--- src/rtl/i2c_poller.sv ---
`default_nettype none
// ============================================================================
// i2c_poller : autonomous register poller sitting upstream of the I2C master
// Rev 1.0
// ============================================================================
module i2c_poller #(
  parameter logic [6:0] SLVADDR = 7'h48,
  parameter logic [7:0] REGPTR  = 8'h00,
  parameter int         NBYTES  = 2,
  parameter int         PERIOD  = 1000000,
  parameter int         TIMEOUT = 65535
) (
  input  logic        CLOCK,
  input  logic        RESET,
  input  logic        enable,
  input  logic        trigger,
  input  logic [63:0] mstatus,
  output logic        wrcmd,
  output logic [63:0] command,
  output logic [55:0] rdata,
  output logic        rvalid,
  output logic        busy,
  output logic [1:0]  lasterr,
  output logic [7:0]  errcnt,
  output logic [15:0] okcnt
);

  localparam int PW = (PERIOD > 1) ? $clog2(PERIOD) : 1;
  localparam int TW = ($clog2(TIMEOUT + 1) > 16) ? $clog2(TIMEOUT + 1) : 16;
  localparam logic [PW-1:0] C_PLAST = PW'(PERIOD - 1);
  localparam logic [TW-1:0] C_TLAST = TW'(TIMEOUT - 1);
  localparam logic [TW-1:0] C_TMAX  = TW'(TIMEOUT);

  // Write address, register pointer, repeated-start read address, one read opcode per byte, stop.
  function automatic logic [63:0] build_cmd();
    logic [63:0] w;
    w = {2'b11, SLVADDR, 1'b0, 2'b11, REGPTR, 2'b01, 2'b11, SLVADDR, 1'b1, 32'd0};
    for (int i = 0; i < NBYTES; i++) w[31-2*i -: 2] = 2'b10;
    return w;
  endfunction

  localparam logic [63:0] C_CMD = build_cmd();

  typedef enum logic [2:0] {
    S_IDLE  = 3'd0,
    S_ISSUE = 3'd1,
    S_ARM   = 3'd2,
    S_WAIT  = 3'd3,
    S_DONE  = 3'd4
  } state_t;

  state_t          r_state;
  state_t          w_next;
  logic [PW-1:0]   r_ptmr;
  logic            r_pend;
  logic [TW-1:0]   r_tcnt;
  logic            w_wrap;
  logic            w_start;
  logic            w_tout;
  logic            w_fail;
  logic            w_good;
  logic            w_unused;

  assign w_wrap   = enable && (r_ptmr == C_PLAST);
  assign w_fail   = w_tout || ((r_state == S_DONE) && mstatus[62]);
  assign w_good   = (r_state == S_DONE) && !mstatus[62];
  assign wrcmd    = (r_state == S_ISSUE);
  assign busy     = (r_state != S_IDLE);
  assign w_unused = ^mstatus[61:NBYTES*8];

  always_comb begin
    w_next  = r_state;
    w_start = 1'b0;
    w_tout  = 1'b0;
    case (r_state)
      S_IDLE: begin
        if (r_pend) begin
          w_next  = S_ISSUE;
          w_start = 1'b1;
        end
      end
      S_ISSUE: w_next = S_ARM;
      S_ARM:   w_next = S_WAIT;
      S_WAIT: begin
        if (!mstatus[63]) begin
          w_next = S_DONE;
        end else if (r_tcnt == C_TLAST) begin
          w_next = S_IDLE;
          w_tout = 1'b1;
        end
      end
      S_DONE:  w_next = S_IDLE;
      default: w_next = S_IDLE;
    endcase
  end

  always_ff @(posedge CLOCK) begin
    if (RESET) r_state <= S_IDLE;
    else       r_state <= w_next;
  end

  always_ff @(posedge CLOCK) begin
    if (RESET) begin
      r_ptmr  <= '0;
      r_pend  <= 1'b0;
      r_tcnt  <= '0;
      command <= '0;
      rdata   <= '0;
      rvalid  <= 1'b0;
      lasterr <= 2'b00;
      errcnt  <= 8'd0;
      okcnt   <= 16'd0;
    end else begin
      r_ptmr <= enable ? (w_wrap ? '0 : r_ptmr + 1'b1) : '0;
      // Requests arriving while one is already pending or a poll is in flight collapse into one.
      if (w_start)                 r_pend <= 1'b0;
      else if (trigger || w_wrap)  r_pend <= 1'b1;
      if (w_start) command <= C_CMD;
      if (r_state == S_ARM)                          r_tcnt <= '0;
      else if (r_state == S_WAIT && r_tcnt != C_TMAX) r_tcnt <= r_tcnt + 1'b1;
      rvalid <= 1'b0;
      if (w_fail) begin
        lasterr <= w_tout ? 2'b10 : 2'b01;
        if (errcnt != 8'hFF) errcnt <= errcnt + 8'd1;
      end
      if (w_good) begin
        rdata   <= 56'(mstatus[NBYTES*8-1:0]);
        rvalid  <= 1'b1;
        lasterr <= 2'b00;
        okcnt   <= okcnt + 16'd1;
      end
    end
  end

endmodule
`default_nettype wire
--- config.mk ---
export PLATFORM = sky130hd
export DESIGN_NAME = i2c_poller
export DESIGN_NICKNAME = d
export VERILOG_FILES = /design/src/rtl/i2c_poller.sv
export SDC_FILE = /design/constraint.sdc
export NUM_CORES = 1
export LEC_CHECK = 0
export ABC_AREA = 1
export BUFFER_PORTS_ARGS = -buffer_cell sky130_fd_sc_hd__clkbuf_2
export CAP_MARGIN = 20
export CORE_MARGIN = 1.5
export CORE_UTILIZATION = 45
export CTS_CLUSTER_SIZE = 25
export DETAILED_ROUTE_END_ITERATION = 12
export GPL_ROUTABILITY_DRIVEN = 1
export PLACE_DENSITY = 0.77
export SLEW_MARGIN = 20
export SYNTH_ARGS = -nofsm -noshare
export SYNTH_HDL_FRONTEND = slang
export SYNTH_SLANG_ARGS = --single-unit
--- constraint.sdc ---
create_clock -name CLOCK -period 1.9 [get_ports CLOCK]
set_clock_uncertainty 0.15 [all_clocks]
set_input_delay 0.57 -clock CLOCK [delete_from_list [all_inputs] [get_ports CLOCK]]
set_output_delay 0.57 -clock CLOCK [all_outputs]
set_load 0.01 [all_outputs]
Yosys cells after proc, flatten, opt, wreduce, memory -nomap -nowiden:

Index checks and enable logic that the tools add are counted.

* memory bits (read-only): 0
* memory bits (writable): 0
* memories kept: 0
* register bits after elaboration: 84
* output and inout bits: 149
* latch bits: 0

* $mul: 0
* divide/modulo/power cells: 0
* shifts and indexed selects: 0
* add/sub/neg operators: 4
* bitwise operators: 1
* reduce and logical (&&, ||, !) cells: 15
* order comparisons: 0
* muxes and demuxes: 11
* equal/unequal tests: 10

Operator list (count)
* $add 16x1->16 const B: 2
* $add 20x1->20 const B: 1
* $eq 20x20->1 const B: 1
* $eq 16x16->1 const B: 1
* $ne 16x16->1 const B: 1
* $pmux 3 s4: 1
* $mux 3: 3
* $add 8x1->8 const B: 1
* $ne 8x8->1 const B: 1
* $eq 3x2->1 const B: 2
* $mux 1: 6
* $reduce_or 2->1: 3
* $logic_and 1x1->1: 4
* $reduce_and 2->1: 2
* $eq 3x1->1 const B: 1
* $eq 3x3->1 const B: 1
* $logic_not 3->1: 1
* $ne 3x3->1 const B: 1
* $reduce_bool 3->1: 1
* $reduce_or 3->1: 1
* $logic_or 1x1->1: 2
* $mux 2: 1
* $ne 2x2->1 const B: 1
* $logic_not 1->1: 1
* $not 1->1: 1

Longest topological paths before layout:

Gate-level depths: netlist of run 1.

* depth after elaboration: 6
* gate-level depth with buffers: 10

Worst setup path after synthesis of run 1:

OpenSTA, ideal clock, no wires.

* path kind: register to register
* start: reg r_ptmr[0]
* end: reg r_ptmr[17]
* cell stages (with the launch flop): 10
* setup time: 0.115 ns
* path slack: 0.289 ns
* buffers on the path: 1
* arrival: 1.346 ns
* required time: 1.635 ns
* cell sequence: dfxtp_1 -> ha_1 -> nand2_1 -> nor2_2 -> inv_2 -> nor3_2 -> nand3_1 -> nand2_2 -> buf_6 -> nor2_1

* word-level cells in the longest chain between the ends: 3

Ends and longest elaborated chain
* start, declared: RTL line 54 `logic [PW-1:0] r_ptmr;`
* start signal, assigned: RTL line 114 `r_ptmr <= enable ? (w_wrap ? '0 : r_ptmr + 1'b1) : '0;`
* branches (longest 3 deep; another with $add 20x1->20)

Several ways; the timed one is not identified.
A chain may end at the register's enable or synchronous reset.

Worst setup path after layout of run 1:

* start: reg r_state[2]
* end: out wrcmd

* word-level cells in the longest chain between the ends: 1

Ends and longest elaborated chain
* start, declared: RTL line 52 `state_t r_state;`
* start signal, assigned: RTL line 99 `else r_state <= w_next;`
* $eq 3x1->1: RTL line 67 `assign wrcmd = (r_state == S_ISSUE);`
* end, declared: RTL line 18 `output logic wrcmd,`

No other way between the ends.

==> metrics.md, run 1 <==
| Metric | Value |
|---|---|
| Status | completed |
| Setup WS post-layout | 0.0781 ns |
| Hold path startpoint | mstatus[63] |
| First-pass GRT wire length | 14.2 mm |
| Fin util | 0.501 |
| Worst slack at placement | 0.0311 ns |
| Top-area cell type share of the netlist area | 0.356 |
| Port buffer count | 80 |
| RR Startpoint | r_tcnt[0] |
| Critical path data arrival time | 1.10 ns |
| RSZ-0062 raised after global routing | false |
| Mux share of post-synthesis cell area | 0 |
| Setup violators final | 0 |
| Hold WC Path Type | in -> reg |
| Top FF cell, synth | dfxtp_1 |
| H-tree lvl count | 3 |
| Compound-Gate Fraction of Synth Area | 0.0959 |
| Combinational family with the most area after synthesis | simple AND/OR/NAND/NOR gates |
| Number of flops mapped to enable cells by yosys | 0 |
| Drc violations | 0 |
| Total CTS buffers | 9 |
| Slowest CP cell | dfxtp_4 |
| Global Route Usage Sum | 0.155 |
| Gr ovfl total | 0 |
| Leak Pwr | 0.00225 uW |
| Antenna violations before repair | 0 |
| Core Region | 10200 um2 |
| Crit start category | register |
| CTS Sinks | 84 |
| Max VDD drop | 0.440 mV |
| Clock Tree Buf Depth | 2 |
| Busiest grt layer | met2 |
| Final cell count without fillers | 861 |
| Vias | 3930 |
| Synthesized flop and latch total | 84 |
| RR Endpoint | errcnt[5] |
| N_diodes | 0 |
| Worst Hold End | r_state[2] |
| CP max FO | 6 |
| Final Hold Vio Count | 0 |
| Seq/Total Area, Yosys | 0.356 |
| ANT nets after route | 0 |
| Max Clock Freq | 549 MHz |
| CP endpoint kind | output port |
| CP Cell Sequence | inv_4 > nand2_2 > nor2_4 > buf_6 |
| Iter 0 DRT Violations | 147 |
| WL final | 8.61 mm |
| Cell Pwr Density | 680 nW/um2 |
| Syn. warnings | 0 |
| Hold_buf cts | 0 |
| Asr flop ratio synth | 0 |
| CTS Root Buffer Type | clkbuf_8 |
| Post-synthesis cell area | 4720 um2 |
| Fin. max-slew vios | 0 |
| Chip width | 105 um |
| Initial core utilization | 0.462 |
| Routed WL per cell | 10.0 um |
| Post-synthesis xor/xnor area fraction | 0.0297 |
| Row cnt | 37 |
| Die area | 11100 um2 |
| GR Layer Usage met1 | 0.193 |
| DR pass1 iterations | 4 |
| CTS tree | done |
| Die Ht | 105 um |
| Simple-gate share of the synthesized area | 0.279 |
| Hpwl dp | 6.37 mm |
| Min cycle time layout | 1.82 ns |
| Crit Path Class | reg -> out |
| Placed cells | 842 |
| Synthesized instance count | 642 |
| Worst path max stage delay | 0.36 ns |
| Clock Latency Late Sink | 0.36 ns |
| Synth cell types | 40 |
| Largest cells by area after synthesis | dfxtp_1, buf_4, nand2_1 |
| Syn_area_per_cell | 7.36 um2 |
| Crit path required time | 1.18 ns |
| Routing usage on met2 | 0.259 |
| Synth Area in Adders | 0.0132 |
| GP Congestion | 0.860 |
| Worst-path clk slew | 0.09 ns |
| Layout Area Growth over Synthesis | 8.48% |
| Setup_tns | 0 ns |
| Largest net degree at the start of global routing | 20 |
| GRT met3 Usage | 0.0359 |
| Critical Path Start | r_state[2] |
| Net total in the final layout | 793 |
| Reg2Reg Depth | 9 |
| Worst Hold Depth | 2 |
| Max Cap Viol | 0 |
| Fin crit share | 0.959 |
| Number of global-route vias before repair | 3270 |
| Layout cell share with drive strength beyond 1 | 0.197 |
| FF-to-FF setup slack | 0.19 ns |
| Yosys top cell by area | dfxtp_1 |
| Via density | 4.56 |
| I/O pins | 217 |
## final cells by class
class | instances | area (um2)
clock buffers | 9 | 124
clock inverters | 7 | 88.8
fillers | 1042 | 5110
inverters | 57 | 216
multi-input cells | 478 | 2340
flip-flops and latches | 84 | 1690
well taps | 136 | 170
repair buffers | 90 | 494
## cell families (layout without fill, tap and decap cells)
logic type      after synthesis  after routing
compound gates               74             74
xor+xnor                     16             16
fa+ha+maj                     5              5
buf+inv                     170            163
flops                        84             84
other cells                   1             90
simple gates                292            293
## Yosys cell counts, types with 2 or more instances
| master | instances |
|---|---|
| a21oi_1 | 40 |
| a22o_1 | 17 |
| a31oi_1 | 2 |
| buf_1 | 2 |
| buf_2 | 2 |
| buf_4 | 104 |
| buf_6 | 3 |
| dfxtp_1 | 84 |
| ha_1 | 5 |
| inv_1 | 53 |
| inv_2 | 3 |
| nand2_1 | 119 |
| nand2_2 | 5 |
| nand3_1 | 40 |
| nand3_2 | 2 |
| nand3b_1 | 3 |
| nand4_1 | 10 |
| nor2_1 | 82 |
| nor2_2 | 7 |
| nor2_4 | 4 |
| nor3_1 | 12 |
| nor3_2 | 2 |
| o21a_1 | 2 |
| o21ai_0 | 9 |
| xnor2_1 | 8 |
| xor2_1 | 8 |
## power by group
| group | total [uW] | internal, uW | switching (uW) |
|---|---|---|---|
| Clock | 1370 | 644 | 724 |
| Sequential | 1800 | 1780 | 28.0 |
| Combinational | 309 | 98.9 | 210 |
| Total | 3480 | 2520 | 962 |
## cell usage in the layout (no fill, tap or decap), types with 3 or more instances in the layout
cell	count
nand4_1	10
conb_1	90
xor2_1	8
nand2_1	118
dfxtp_1	79
clkbuf_2	79
nor2_1	80
clkbuf_8	9
nor2_4	6
nand2_2	7
inv_1	53
inv_8	3
o21ai_0	9
nor2_2	7
nor3_1	12
a21oi_1	40
nand3_1	39
nand3b_1	3
nand3_2	3
xnor2_1	8
a22o_1	17
buf_4	9
ha_1	5
dfxtp_2	4
## registers in the layout, indices dropped and copies added (netlist names)
name     cells
r_ptmr      20
r_tcnt      16
command      1
lasterr      2
r_pend       1
okcnt       16
rvalid       1
r_state      3
errcnt       8
rdata       16
## per-stage QoR
stage / area, um2 / power (uW) / hold slack, ns
after floorplan: 5060 / 2220 / 0.268
after global placement: 4850 / 2130 / 0.283
after detailed placement: 4850 / 2140 / 0.293
after CTS: 5090 / 3510 / 0.250
after global routing: 5120 / 3640 / 0.252
final: 5120 / 3480 / 0.263
## worst max path at each step
| stage | to |
|---|---|
| final | wrcmd |
| after global placement | r_tcnt[12] |
| after floorplan | r_ptmr[17] |
| after global routing | wrcmd |
| after CTS | r_tcnt[12] |
| after detailed placement | r_tcnt[12] |
## what timing repair did
item / CTS / global route
gates resized for setup: 8 / 7
setup endpoints to repair: 16 / 21
cloned: 0 / 1
setup buffers: 2 / 0
pin swaps: 2 / 2
## worst max-delay path, delay by kind of cell, from the launching register on
kind	cells	cell delay [ns]
flops	1	0.36
buf+inv	2	0.19
simple gates	2	0.19
## metal layers
layer / vias up / part of all wire
li1: 2028 / -
met3: 9 / 0.066
met4: 0 / 0.011
met5: - / 0
met1: 1756 / 0.45
met2: 137 / 0.47
(Power assumes the default switching activity.)
==> inputs of run 2 (changes only) <==
Settings changed: ABC_AREA 1 to 0, PLACE_DENSITY 0.77 to 0.79.
==> run 2 against run 1 <==
The flow now finishes with violations (setup timing). Non-clock buffer count rose by 55. Die area fell by 5.9%. Worst setup slack got worse by 0.17 ns. Wire length rose by 16%. Clock power fell by 6%. Critical path type is now reg -> reg. Critical endpoint is now okcnt[9].
==> metrics.md, run 2 <==
| Metric | Value |
|---|---|
| CTS Sinks | 84 (unchanged) |
| Crit start category | register (unchanged) |
| CP max FO | 6 (unchanged) |
| Gr ovfl total | 0 (unchanged) |
| Setup violators final | 13 (was 0) |
| Setup WS post-layout | -0.0934 ns (was 0.0781 ns) |
| Power, Total | 3400 uW (was 3480 uW) |
| Largest net degree at the start of global routing | 48 (was 20) |
| Net total in the final layout | 729 (was 793) |
| Slew Limit Headroom | 0.637 |
| Hold path startpoint | mstatus[63] (unchanged) |
| WL final | 10.0 mm (was 8.61 mm) |
| DR pass1 iterations | 4 (unchanged) |
| Clock Tree Buf Depth | 2 (unchanged) |
| Switching power share of the total | 0.248 (was 0.276) |
| Layout cell share with drive strength beyond 1 | 0.317 (was 0.197) |
| Chip width | 102 um (was 105 um) |
| RSZ-0062 raised after global routing | true (was false) |
| Antenna violations before repair | 0 (unchanged) |
| Largest cells by area after synthesis | dfxtp_1, buf_4, nor2_1 (was dfxtp_1, buf_4, nand2_1) |
| Hold slack final | 0.248 ns (was 0.263 ns) |
| Clock Latency Late Sink | 0.35 ns (was 0.36 ns) |
| H-tree lvl count | 3 (unchanged) |
| CP endpoint kind | register (was output port) |
| Worst Hold End | r_state[2] (unchanged) |
| I/O pins | 217 (unchanged) |
| Setup_tns | -0.618 ns (was 0 ns) |
| N_diodes | 0 (unchanged) |
| Hold_buf cts | 0 (unchanged) |
| First-pass GRT wire length | 14.7 mm (was 14.2 mm) |
| RR Startpoint | r_state[1] (was r_tcnt[0]) |
| Clock share of power | 0.380 (was 0.393) |
| Top FF cell, synth | dfxtp_1 (unchanged) |
| Critical path data arrival time | 2.12 ns (was 1.10 ns) |
| Sequential Power Share | 0.528 (was 0.518) |
| Max reg flops | 20 (unchanged) |
| Synthesized flop and latch total | 84 (unchanged) |
| Max Clock Freq | 502 MHz (was 549 MHz) |
| Max Cap Viol | 0 (unchanged) |
| Worst Hold Depth | 2 (unchanged) |
| Worst Tran Pin Value | 0.545 ns |
| Synth cell types | 45 (was 40) |
| Routed WL per cell | 12.6 um (was 10.0 um) |
| Leak Pwr | 0.00234 uW (was 0.00225 uW) |
| Commonest cells in the synthesized netlist | buf_4, dfxtp_1, nor2_1 (was nand2_1, buf_4, dfxtp_1) |
| Failing checks | setup timing |
| Drc violations | 0 (unchanged) |
| Number of flops mapped to enable cells by yosys | 0 (unchanged) |
| Final Hold Vio Count | 0 (unchanged) |
| Fin util | 0.569 (was 0.501) |
| Cell Pwr Density | 617 nW/um2 (was 680 nW/um2) |
| CTS tree | done (unchanged) |
| Via density | 4.79 (was 4.56) |
| Min cycle time layout | 1.99 ns (was 1.82 ns) |
| Comb pwr share | 0.092 (was 0.089) |
| ANT nets after route | 0 (unchanged) |
| Worst-path clk slew | 0.08 ns (was 0.09 ns) |
| Hpwl dp | 6.71 mm (was 6.37 mm) |
| Row cnt | 36 (was 37) |
| Reg with most FFs | r_ptmr (unchanged) |
| Die Ht | 102 um (was 105 um) |
| Most frequent cells in the layout | conb_1, clkbuf_2, dfxtp_1 (was nand2_1, conb_1, nor2_1) |
| Top-area cell type share of the netlist area | 0.379 (was 0.356) |
| Hold WC Path Type | in -> reg (unchanged) |
| Number of global-route vias before repair | 3303 (was 3270) |
| Die area | 10500 um2 (was 11100 um2) |
| Cell internal pwr | 2550 uW (was 2520 uW) |
| GP Congestion | 0.805 (was 0.860) |
| Yosys top cell by area | dfxtp_1 (unchanged) |
| FF-to-FF setup slack | -0.09 ns (was 0.19 ns) |
| Initial core utilization | 0.458 (was 0.462) |
| Commonest non-fill, non-tap cell in the layout | conb_1 (was nand2_1) |
| Total CTS buffers | 9 (unchanged) |
| Global Route Usage Sum | 0.177 (was 0.155) |
| Fin crit share | 1.05 (was 0.959) |
| Post-synthesis cell area | 4430 um2 (was 4720 um2) |
| Syn_area_per_cell | 8.40 um2 (was 7.36 um2) |
| Crit Path Class | reg -> reg (was reg -> out) |
| Vias | 3799 (was 3930) |
| Synthesized instance count | 528 (was 642) |
| Syn. warnings | 0 (unchanged) |
| Crit path required time | 2.03 ns (was 1.18 ns) |
| # fillers | 846 (was 1042) |
| CTS Root Buffer Type | clkbuf_8 (unchanged) |
| Iter 0 DRT Violations | 109 (was 147) |
| Core Region | 9680 um2 (was 10200 um2) |
| Max VDD drop | 0.427 mV (was 0.440 mV) |
| Port buffer count | 80 (unchanged) |
| Reg2Reg Depth | 6 (was 9) |
| RR Endpoint | okcnt[9] (was errcnt[5]) |
| Fin. max-slew vios | 0 (unchanged) |
| Count leader, synth | buf_4 (was nand2_1) |
| Asr flop ratio synth | 0 (unchanged) |
| Status | complete, but fails checks (was completed) |
| Worst slack at placement | -0.307 ns (was 0.0311 ns) |
| Seq/Total Area, Yosys | 0.379 (was 0.356) |
| Layout Area Growth over Synthesis | 24.2% (was 8.48%) |
| Psw | 843 uW (was 962 uW) |
run 2: critical path: stages, from the launching register on:
cell and delay (ns):
dfxtp_4 0.37, buf_6 0.12, nor4b_4 0.33, nand4_1 0.28, buf_6 0.22, or3_1 0.33
a21oi_2 0.13
run 2: logic make-up (layout without fill, tap and decap cells):
| family | after synthesis | in the layout | share of synthesized area |
|---|---|---|---|
| adders and majority gates | 5 | 5 | 0.0141 |
| AOI/OAI and AO/OA | 53 | 54 | 0.0720 |
| xor gates and xnor gates | 43 | 43 | 0.0850 |
| buffers and inverters | 132 | 174 | 0.201 |
| muxes | 1 | 1 | 0.00226 |
| DFF | 84 | 84 | 0.379 |
| other | 1 | 90 | 0.000846 |
| and+or+nand+nor | 209 | 209 | 0.245 |
run 2: power groups by stage:
stage               logic (uW)  registers (uW)  clock network [uW]
global placement           281            1830                   0
finish                     314            1790                1290
detailed placement         287            1830                   0
CTS                        303            1790                1320
floorplan                  356            1830                   0
global route               349            1800                1400
run 2: cell type report:
| cell class | count | area (um2) | share of cell area |
|---|---|---|---|
| clock inverter | 4 | 48.8 | 0.00886 |
| clock buffer | 11 | 151 | 0.0275 |
| multi-input combinational | 402 | 2440 | 0.444 |
| tap | 133 | 166 | 0.0302 |
| sequential | 84 | 1700 | 0.308 |
| inverter | 14 | 52.6 | 0.00954 |
| timing repair buffer | 145 | 947 | 0.172 |
run 2: through the flow:
| step | cell area, um2 | cells |
|---|---|---|
| 2_1_floorplan | 4780 | 617 |
| 3_3_place_gp | 4860 | 757 |
| 3_5_place_dp | 4860 | 757 |
| 4_1_cts | 5250 | 783 |
| 5_1_grt | 5510 | 793 |
| 6_report | 5510 | 793 |
run 2: how the worst max path moves through the flow:
stage,to,from,slack (ns),depth (start not counted)
after floorplan,errcnt[7],mstatus[62],-0.05,5
final,okcnt[9],r_state[1],-0.09,6
after global placement,errcnt[7],mstatus[62],-0.28,6
after detailed placement,errcnt[7],mstatus[62],-0.31,6
after global routing,okcnt[9],r_state[1],-0.21,6
after CTS,busy,r_state[0],-0.11,5
run 2: timing repair:
item	in CTS	in global routing
setup endpoints to repair	33	67
cloned	1	0
setup buffers	11	11
pin swaps	11	14
endpoints found under the hold margin	0	0
resized for setup	22	40
run 2: metal layers:
metal  up-vias  GRT usage  wire [um]
li1       1855          -          -
met1      1803      0.194       3980
met2       129      0.326       5420
met3        12     0.0506        474
met4         0     0.0643        125
met5         -          0          0
==> inputs of run 3 (changes only) <==
Settings changed: GPL_TIMING_DRIVEN set to 0.
==> run 3 against run 2 <==
The flow still finishes with violations (setup timing). Sequential share of layout area shrank 3.0 points. Clock power is 9% higher. Critical path depth stayed put. Flip-flop and latch count unchanged. Wire length increased by 5.6%. Non-clock buffer count up 76. Sequential power about the same. Critical path type unchanged. Largest power group unchanged. Highest routed layer unchanged.
==> metrics.md, run 3 (synthesis results as in run 2) <==
| Metric | Value |
|---|---|
| I/O pins | 217 (unchanged) |
| DR pass1 iterations | 6 (was 4) |
| Fin crit share | 1.10 (was 1.05) |
| First-pass GRT wire length | 15.5 mm (was 14.7 mm) |
| Port buffer count | 80 (unchanged) |
| Layout cell share with drive strength beyond 1 | 0.392 (was 0.317) |
| Iter 0 DRT Violations | 168 (was 109) |
| Die area | 10500 um2 (unchanged) |
| Critical path data arrival time | 2.24 ns (was 2.12 ns) |
| Crit start category | register (unchanged) |
| Hold WC Path Type | in -> reg (unchanged) |
| Chip width | 102 um (unchanged) |
| Worst slack at placement | -0.517 ns (was -0.307 ns) |
| Hold slack final | 0.245 ns (was 0.248 ns) |
| Total CTS buffers | 9 (unchanged) |
| Placed cells | 830 (was 757) |
| Reg with most FFs | r_ptmr (unchanged) |
| Crit path required time | 2.04 ns (was 2.03 ns) |
| Cell Pwr Density | 604 nW/um2 (was 617 nW/um2) |
| Setup_tns | -2.47 ns (was -0.618 ns) |
| Routed WL per cell | 12.1 um (was 12.6 um) |
| Gr ovfl total | 0 (unchanged) |
| Failing checks | setup timing (unchanged) |
| RSZ-0062 raised after global routing | true (unchanged) |
| ANT nets after route | 0 (unchanged) |
| Largest net degree at the start of global routing | 16 (was 48) |
| Core Region | 9680 um2 (unchanged) |
| Status | complete, but fails checks (unchanged) |
| Via density | 4.57 (was 4.79) |
| Worst Tran Pin Value | 0.536 ns (was 0.545 ns) |
| Commonest non-fill, non-tap cell in the layout | buf_4 (was conb_1) |
| Clock Latency Late Sink | 0.35 ns (about the same) |
| Most frequent cells in the layout | buf_4, conb_1, clkbuf_2 (was conb_1, clkbuf_2, dfxtp_1) |
| Max VDD drop | 0.361 mV (was 0.427 mV) |
| Fin. max-slew vios | 0 (unchanged) |
| WL final | 10.6 mm (was 10.0 mm) |
| Vias | 3973 (was 3799) |
| H-tree lvl count | 3 (unchanged) |
| Hpwl dp | 6.90 mm (was 6.71 mm) |
| GP Congestion | 0.817 (was 0.805) |
| Initial core utilization | 0.458 (unchanged) |
| CP max FO | 5 (was 6) |
| Layout Area Growth over Synthesis | 38.4% (was 24.2%) |
| Max Cap Viol | 0 (unchanged) |
| Row cnt | 36 (unchanged) |
| Final Hold Vio Count | 0 (unchanged) |
| Final cell count without fillers | 870 (was 793) |
| Slew Limit Headroom | 0.643 (was 0.637) |
| Setup WS post-layout | -0.196 ns (was -0.0934 ns) |
| CTS Sinks | 84 (unchanged) |
| Clock Tree Buf Depth | 2 (unchanged) |
| Global Route Usage Sum | 0.185 (was 0.177) |
| Drc violations | 0 (unchanged) |
| # fillers | 796 (was 846) |
| CTS tree | done (unchanged) |
| Crit Path Class | reg -> reg (unchanged) |
| Post-route cell area | 6130 um2 (was 5510 um2) |
| Die Ht | 102 um (unchanged) |
| Min cycle time layout | 2.10 ns (was 1.99 ns) |
| CP endpoint kind | register (unchanged) |
| Max reg flops | 20 (unchanged) |
| Net total in the final layout | 805 (was 729) |
| CTS Root Buffer Type | clkbuf_8 (unchanged) |
| Number of global-route vias before repair | 3447 (was 3303) |
| Setup violators final | 25 (was 13) |
| Antenna violations before repair | 0 (unchanged) |
| Hold_buf cts | 0 (unchanged) |
| Cell Area, Placed | 5350 um2 (was 4860 um2) |
| Leak Pwr | 0.00279 uW (was 0.00234 uW) |
| Worst-path clk slew | 0.09 ns (was 0.08 ns) |
| N_diodes | 0 (unchanged) |
| Max Clock Freq | 477 MHz (was 502 MHz) |
-- run 3: cell count changes in the layout (fill, tap and decap cells not counted), sizes merged --
cell      delta
buf         +69
bufinv       +1
clkbuf       +8
clkinv       -2
clkinvlp     +1
-- run 3: routing by layer --
| metal | GRT usage | up-vias | wire length [um] |
|---|---|---|---|
| met5 | 0 | - | 0 |
| met1 | 0.206 | 1830 | 4410 |
| met3 | 0.0280 | 12 | 472 |
| met2 | 0.349 | 133 | 5540 |
| met4 | 0.0780 | 0 | 136 |
| li1 | - | 1998 | - |
-- run 3: final timing paths --
path                     from  slack (ns)  depth (start not counted)         end
hold / removal    mstatus[63]        0.24                          2  r_state[2]
hold reg to reg     rdata[12]        0.31                          2   rdata[12]
setup reg to reg   r_state[1]       -0.20                          6   r_tcnt[9]
setup / recovery   r_state[1]       -0.20                          6   r_tcnt[9]
-- run 3: per-stage QoR --
step	util	total power [uW]
finish	0.633	3700
global route	0.633	3840
CTS	0.607	3690
detailed placement	0.553	2280
global placement	0.553	2270
floorplan	-	2190
-- run 3: where the power goes --
part	switching [uW]	internal, uW
logic	240	255
registers	20.1	1770
clock network	639	776
-- run 3: critical path, stage by stage, from the launching register on --
cell	delay (ns)
dfxtp_2	0.36
buf_6	0.12
nand3b_1	0.16
buf_4	0.18
or4_4	0.56
or3_1	0.35
a21oi_1	0.14
-- run 3: cell type report --
| class | instances | area (um2) | area share |
|---|---|---|---|
| buffer | 114 | 841 | 0.137 |
| sequential | 84 | 1700 | 0.277 |
| inverter | 14 | 52.6 | 0.00857 |
| clock buffer | 12 | 145 | 0.0237 |
| timing repair buffer | 107 | 612 | 0.0998 |
| multi-input combinational | 402 | 2540 | 0.415 |
| clock inverter | 4 | 72.6 | 0.0118 |
| tap | 133 | 166 | 0.0271 |
-- run 3: repair_timing --
action | 4_1_cts | 5_1_grt
resized for setup | 46 | 41
gates cloned | 3 | 1
pin swaps | 12 | 20
buffers inserted | 13 | 11
endpoints found under the setup margin | 73 | 54
